===== config.mk =====
export PLATFORM = sky130hd
export DESIGN_NAME = define_accum_flat
export DESIGN_NICKNAME = d
export VERILOG_FILES = /design/src/rtl/define_accum_if.sv /design/src/rtl/define_accum.sv /design/src/flat_wrapper.sv
export SDC_FILE = /design/constraint.sdc
export NUM_CORES = 1
export LEC_CHECK = 0
export BUFFER_PORTS_ARGS = -buffer_cell sky130_fd_sc_hd__buf_2
export CORE_MARGIN = 2
export CORE_UTILIZATION = 62
export CTS_BUF_LIST = sky130_fd_sc_hd__clkbuf_8
export DETAILED_ROUTE_END_ITERATION = 16
export HOLD_SLACK_MARGIN = 0.12
export PLACE_DENSITY = 0.93
export SYNTH_ARGS = -nofsm -noshare
export SYNTH_HDL_FRONTEND = slang
export SYNTH_SLANG_ARGS = --single-unit

===== constraint.sdc =====
create_clock -name clk -period 3.95 [get_ports clk]
set_clock_uncertainty 0.05 [all_clocks]
set_input_delay 0 -clock clk [delete_from_list [all_inputs] [get_ports clk]]
set_output_delay 0 -clock clk [all_outputs]
set_load 0.01 [all_outputs]

===== src/rtl/define_accum_if.sv =====
// define_accum_if: sample input and frame-total output handshakes of define_accum.
// The master side produces samples and consumes frame totals; the slave side is the accumulator.
interface define_accum_if #(
  parameter int WIDTH     = 16,
  parameter int ACC_WIDTH = 24,
  parameter int FRAME_LEN = 4
);
  logic [WIDTH-1:0]                   in_data;
  logic                               in_valid;
  logic                               in_ready;
  logic [ACC_WIDTH-1:0]               out_sum;
  logic [$clog2(FRAME_LEN+1)-1:0]     out_count;
  logic                               overflow;
  logic                               out_valid;
  logic                               out_ready;

  modport master (
    output in_data, in_valid, out_ready,
    input  in_ready, out_sum, out_count, overflow, out_valid
  );

  modport slave (
    input  in_data, in_valid, out_ready,
    output in_ready, out_sum, out_count, overflow, out_valid
  );
endinterface


===== src/rtl/define_accum.sv =====
// define_accum: buffers add_define samples in a small FIFO, sums fixed-length
// frames with saturation and hands each frame total out on a valid/ready port.
module define_accum #(
  parameter int WIDTH     = 16,
  parameter int ACC_WIDTH = 24,
  parameter int DEPTH     = 4,
  parameter int FRAME_LEN = 4
) (
  input  logic           clk,
  input  logic           rst,
  input  logic           clear,
  define_accum_if.slave  bus
);

  localparam int AW = $clog2(DEPTH);
  localparam int PW = AW + 1;
  localparam int CW = $clog2(FRAME_LEN + 1);

  localparam logic [0:0] ST_ACCUM  = 1'b0;
  localparam logic [0:0] ST_REPORT = 1'b1;

  localparam logic [CW-1:0] FRAME_LEN_C = CW'(FRAME_LEN);

  // FIFO storage and pointers (one extra MSB distinguishes full from empty)
  logic [WIDTH-1:0]     mem_q [DEPTH];
  logic [WIDTH-1:0]     mem_d [DEPTH];
  logic [PW-1:0]        wr_ptr_q, wr_ptr_d;
  logic [PW-1:0]        rd_ptr_q, rd_ptr_d;

  // Frame accumulator and output handshake state
  logic [0:0]           state_q, state_d;
  logic [ACC_WIDTH-1:0] out_sum_q, out_sum_d;
  logic [CW-1:0]        out_count_q, out_count_d;
  logic                 overflow_q, overflow_d;
  logic                 out_valid_q, out_valid_d;

  logic                 full_s;
  logic                 empty_s;
  logic                 push_s;
  logic                 pop_s;
  logic [WIDTH-1:0]     pop_data_s;
  logic [ACC_WIDTH:0]   sum_ext_s;
  logic [CW-1:0]        count_inc_s;

  // FIFO status, handshake qualifiers and the widened saturating-add operand
  always_comb begin
    full_s      = (wr_ptr_q[AW] != rd_ptr_q[AW]) &&
                  (wr_ptr_q[AW-1:0] == rd_ptr_q[AW-1:0]);
    empty_s     = (wr_ptr_q == rd_ptr_q);
    push_s      = bus.in_valid && !full_s;
    pop_s       = (state_q == ST_ACCUM) && !empty_s;
    pop_data_s  = mem_q[rd_ptr_q[AW-1:0]];
    sum_ext_s   = {1'b0, out_sum_q} + (ACC_WIDTH+1)'(pop_data_s);
    count_inc_s = out_count_q + CW'(1);
  end

  // Next-state logic: clear wins, otherwise push/pop/accumulate/report
  always_comb begin
    mem_d       = mem_q;
    wr_ptr_d    = wr_ptr_q;
    rd_ptr_d    = rd_ptr_q;
    state_d     = state_q;
    out_sum_d   = out_sum_q;
    out_count_d = out_count_q;
    overflow_d  = overflow_q;
    out_valid_d = out_valid_q;

    if (clear) begin
      wr_ptr_d    = '0;
      rd_ptr_d    = '0;
      state_d     = ST_ACCUM;
      out_sum_d   = '0;
      out_count_d = '0;
      overflow_d  = 1'b0;
      out_valid_d = 1'b0;
    end else begin
      // Push uses the full flag from the registered pointers: no same-cycle bypass
      if (push_s) begin
        mem_d[wr_ptr_q[AW-1:0]] = bus.in_data;
        wr_ptr_d                = wr_ptr_q + PW'(1);
      end else begin
        wr_ptr_d = wr_ptr_q;
      end

      case (state_q)
        ST_ACCUM: begin
          if (pop_s) begin
            rd_ptr_d    = rd_ptr_q + PW'(1);
            out_count_d = count_inc_s;
            if (sum_ext_s[ACC_WIDTH]) begin
              out_sum_d  = '1;
              overflow_d = 1'b1;
            end else begin
              out_sum_d  = sum_ext_s[ACC_WIDTH-1:0];
              overflow_d = overflow_q;
            end
            if (count_inc_s == FRAME_LEN_C) begin
              state_d     = ST_REPORT;
              out_valid_d = 1'b1;
            end else begin
              state_d     = ST_ACCUM;
              out_valid_d = 1'b0;
            end
          end else begin
            rd_ptr_d = rd_ptr_q;
          end
        end
        ST_REPORT: begin
          if (bus.out_ready) begin
            state_d     = ST_ACCUM;
            out_sum_d   = '0;
            out_count_d = '0;
            overflow_d  = 1'b0;
            out_valid_d = 1'b0;
          end else begin
            state_d = ST_REPORT;
          end
        end
        default: begin
          state_d     = ST_ACCUM;
          out_sum_d   = '0;
          out_count_d = '0;
          overflow_d  = 1'b0;
          out_valid_d = 1'b0;
        end
      endcase
    end
  end

  // State registers with asynchronous active-high reset
  always_ff @(posedge clk or posedge rst) begin
    if (rst) begin
      for (int i = 0; i < DEPTH; i++) begin
        mem_q[i] <= '0;
      end
      wr_ptr_q    <= '0;
      rd_ptr_q    <= '0;
      state_q     <= ST_ACCUM;
      out_sum_q   <= '0;
      out_count_q <= '0;
      overflow_q  <= 1'b0;
      out_valid_q <= 1'b0;
    end else begin
      mem_q       <= mem_d;
      wr_ptr_q    <= wr_ptr_d;
      rd_ptr_q    <= rd_ptr_d;
      state_q     <= state_d;
      out_sum_q   <= out_sum_d;
      out_count_q <= out_count_d;
      overflow_q  <= overflow_d;
      out_valid_q <= out_valid_d;
    end
  end

  assign bus.in_ready  = !full_s;
  assign bus.out_sum   = out_sum_q;
  assign bus.out_count = out_count_q;
  assign bus.overflow  = overflow_q;
  assign bus.out_valid = out_valid_q;

endmodule


===== src/flat_wrapper.sv =====
// flat-port wrapper written by rule: the top's interface ports become plain ports
module define_accum_flat 
#(
  parameter int WIDTH     = 16,
  parameter int ACC_WIDTH = 24,
  parameter int DEPTH     = 4,
  parameter int FRAME_LEN = 4
)
  (clk, rst, clear, bus_in_data, bus_in_valid, bus_out_ready, bus_in_ready, bus_out_sum, bus_out_count, bus_overflow, bus_out_valid);
  define_accum_if #(.WIDTH(WIDTH), .ACC_WIDTH(ACC_WIDTH), .FRAME_LEN(FRAME_LEN)) bus_i ();
  input  logic clk;
  input  logic rst;
  input  logic clear;
  input wire logic [$bits(bus_i.in_data)-1:0] bus_in_data;
  input wire logic [$bits(bus_i.in_valid)-1:0] bus_in_valid;
  input wire logic [$bits(bus_i.out_ready)-1:0] bus_out_ready;
  output wire logic [$bits(bus_i.in_ready)-1:0] bus_in_ready;
  output wire logic [$bits(bus_i.out_sum)-1:0] bus_out_sum;
  output wire logic [$bits(bus_i.out_count)-1:0] bus_out_count;
  output wire logic [$bits(bus_i.overflow)-1:0] bus_overflow;
  output wire logic [$bits(bus_i.out_valid)-1:0] bus_out_valid;
  assign bus_i.in_data = bus_in_data;
  assign bus_i.in_valid = bus_in_valid;
  assign bus_i.out_ready = bus_out_ready;
  assign bus_in_ready = bus_i.in_ready;
  assign bus_out_sum = bus_i.out_sum;
  assign bus_out_count = bus_i.out_count;
  assign bus_overflow = bus_i.overflow;
  assign bus_out_valid = bus_i.out_valid;
  define_accum #(.WIDTH(WIDTH), .ACC_WIDTH(ACC_WIDTH), .DEPTH(DEPTH), .FRAME_LEN(FRAME_LEN)) u_core (.clk(clk), .rst(rst), .clear(clear), .bus(bus_i));
endmodule

==> qor.yml <==
die_w_um: 98.0
slew_violations: 0
track_usage: 0.271
leakagePower_uw: 0.00307
io_pins: 51
crit_path_end_kind: "flip-flop"
peakVddDrop_uv: 289
ys_types: 59
multiInputGateArea_mm2: 0.00281
relSlewSlack: 0.463
powerDensity_mw_per_mm2: 696
synthToLayoutAreaGrowth_pct: 14.8
drive_gt1_frac: 0.345
drc: 0
ys_warn_count: 0
nets: 567
htreeDepth: 3
start_util: 0.635
post_drt_wl_per_cell_um: 20.0
clock_path_buffers: 2
slowest_stage: "dlygate4sd3_1"
antenna_found_initial: 0
cts_buffers: 9
dp_hpwl_mm: 8.28
required_ns: 4.22
hold_viol: 0
pre_cts_ws_ns: 0.380
crit_fanout: 4
cap_violations: 0
dr.pass1.iters: 6
fmax_ghz: 0.263
seq_area_mm2: 0.00250
syn_nets: 495
place_area_mm2: 0.00578
setup_viol: 0
rr_worst_depth: 11
utilization: 0.729
place.port_buffers: 50
worst_r2r_startpoint: "u_core.rd_ptr_q[0]$_DFFE_PP0P_"
grt-ovfl-total: 0
outcome: "completed"
vias_per_cell: 6.36
drt_wl_total_mm: 12.7
cts_root_buf: "clkbuf_8"
synth_flop_cell: "dfrtp_1"
postSynthAreaPerCell_um2: 12.2
hold_class: "in -> async"
grt_first_pass_wirelength_mm: 20.7
period_needed_ns: 3.80
yosys-top-cells-area: "dfrtp_1 46%, mux2_2 9.9%, mux4_2 6.2%"
rows: 34
die_area_mm2: 0.00961
path_delay_family: "compound AO/OA/AOI/OAI gates"
synth_area_mm2: 0.00548
path_cells: "mux4_2, ha_1, fa_2, a21o_1, o21ai_2, a32oi_2, o31a_1, nor2_2, nor4b_1, a2111oi_2, dlygate4sd3_1"
synth_seq_cells: 100
gp_congestion: 0.957
crit_buf_inv: 1
arrival_ns: 4.06
r2r-end: "u_core.bus.out_sum[18]$_DFFE_PP0P_"
path_class: "reg -> reg"
die_h_um: 98.0
tightest_slew_ns: 0.805
synthArstFlopShare: 1.00
grt_max_degree: 69
cts_tree: "yes"
clkLatencyLatePin_ns: 0.38
fin_crit_sh: 0.961
vias: 4038
netlist.area_leader.share: 0.456
final.setup.worst_slack_ns: 0.155
slowest_delay_ns: 0.60
ant_nets: 0
synth.largest_area_cell: "dfrtp_1"
synth_edf_count: 0
drt_iter0_drc: 464
power_uw: 4380
rrSetupSlack_ns: 0.15
yosysSeqAreaShare: 0.456
fill_cells: 543
holdWs_ns: 0.265
core-area_mm2: 0.00864
grt_pass1_vias: 4003
diodes: 0
cts_sinks: 100
design_area_mm2: 0.00629
setup.worst_path.start_class: "flip-flop"
clk_pin_slew_worst_paths_ns: 0.10
syn_inst: 450
## worst register-to-register path, stage by stage (launching register included)
cell	delay, ns
dfrtp_2	0.42
mux4_2	0.51
ha_1	0.25
fa_2	0.37
a21o_1	0.22
o21ai_2	0.21
a32oi_2	0.15
o31a_1	0.37
nor2_2	0.15
nor4b_1	0.07
a2111oi_2	0.36
dlygate4sd3_1	0.60
## cells in the final DEF, fill, tap and decap left out, types with 3 or more instances in the layout
master	netlist	layout
nor2_1	16	15
o211ai_1	4	4
nand4_1	4	4
mux4_2	15	15
nand2b_1	3	3
clkbuf_8	0	9
a21o_1	9	9
a31oi_1	6	6
ha_1	23	23
dfrtp_1	100	99
nand2_1	49	49
o21ai_1	5	6
a21oi_1	17	16
dlygate4sd3_1	0	21
buf_2	10	50
inv_1	9	8
mux2_4	16	16
o21ai_0	26	25
o21a_1	4	4
buf_4	2	12
xor2_1	10	10
mux2_2	48	48
nand2_4	5	5
xnor2_1	9	9
bufinv_16	0	3
nand3_1	7	7
## logic make-up after synthesis
logic type	Yosys count	synth area share
XOR/XNOR	21	0.0363
AND/OR/NAND/NOR	94	0.0869
adder cells (fa/ha/maj)	24	0.0561
AO/OA/AOI/OAI	98	0.120
flip-flops	100	0.456
buffers and inverters	32	0.0338
multiplexers	81	0.211
## power breakdown
group | total, µW | internal, µW | switching, µW
Sequential | 1550 | 1330 | 218
Clock | 796 | 425 | 371
Combinational | 2030 | 959 | 1080
Total | 4380 | 2720 | 1670
## worst max-delay path by stage
stage,from,end,slack [ns],depth (start not counted)
3_5_place_dp,u_core.rd_ptr_q[0]$_DFFE_PP0P_,u_core.bus.out_sum[3]$_DFFE_PP0P_,0.38,11
5_1_grt,u_core.rd_ptr_q[0]$_DFFE_PP0P_,u_core.bus.out_sum[18]$_DFFE_PP0P_,-0.04,11
2_1_floorplan,u_core.rd_ptr_q[0]$_DFFE_PP0P_,u_core.bus.out_sum[21]$_DFFE_PP0P_,0.81,12
6_report,u_core.rd_ptr_q[0]$_DFFE_PP0P_,u_core.bus.out_sum[18]$_DFFE_PP0P_,0.15,11
3_3_place_gp,u_core.rd_ptr_q[0]$_DFFE_PP0P_,u_core.bus.out_sum[7]$_DFFE_PP0P_,0.55,11
4_1_cts,u_core.rd_ptr_q[0]$_DFFE_PP0P_,u_core.bus.out_sum[18]$_DFFE_PP0P_,0.05,11
## area by class of cell
cell class,instances,share of cell area
clock inverters,7,0.0195
repair buffers,84,0.0892
multi-input cells,318,0.447
flip-flops and latches,100,0.398
inverters,9,0.00576
well taps,108,0.0215
clock buffers,9,0.0197
## metal layers
metal | up-vias | wire length, µm | track usage | share of wire
li1 | 1783 | - | - | -
met1 | 1995 | 5290 | 0.370 | 0.42
met2 | 207 | 6130 | 0.432 | 0.48
met3 | 53 | 777 | 0.0437 | 0.061
met4 | 0 | 518 | 0.124 | 0.041
met5 | - | 0 | 0 | 0
## sequential cells by signal, indices dropped and copies added, names as in the netlist
name	count
u_core.mem_q	64
u_core.bus.out_valid	1
u_core.bus.overflow	1
u_core.bus.out_sum	24
u_core.state_q	1
u_core.rd_ptr_q	3
u_core.bus.out_count	3
u_core.wr_ptr_q	3
## metrics by stage
step	setup TNS, ns	instances
after global placement	0	593
after CTS	0	630
after detailed placement	0	593
final	0	635
after floorplan	0	450
after global routing	-0.0422	635
## synth_stat cells (all sizes together) (2+ instances only)
cell    number
a22o         2
nand2b       3
ha          23
o31ai        2
inv          9
o22a         2
nor2        17
xnor2        9
dfrtp      100
o21a         4
buf         18
nand3        7
o21bai       3
mux4        16
nor3         2
a21o         9
o21ai       33
o211ai       4
a211oi       2
and2         2
a21oi       17
a31oi        6
nand2       55
nand4        4
xor2        12
clkbuf       5
o31a         2
mux2        64
## what timing repair did
| item | in CTS | in global routing |
|---|---|---|
| setup endpoints to repair | 0 | 1 |
| buffers inserted | 0 | 5 |
| endpoints found under the hold margin | 142 | 0 |
| resized for setup | 0 | 6 |
| hold buffers | 21 | 0 |
No activity file was read; power rests on OpenSTA's default activity.
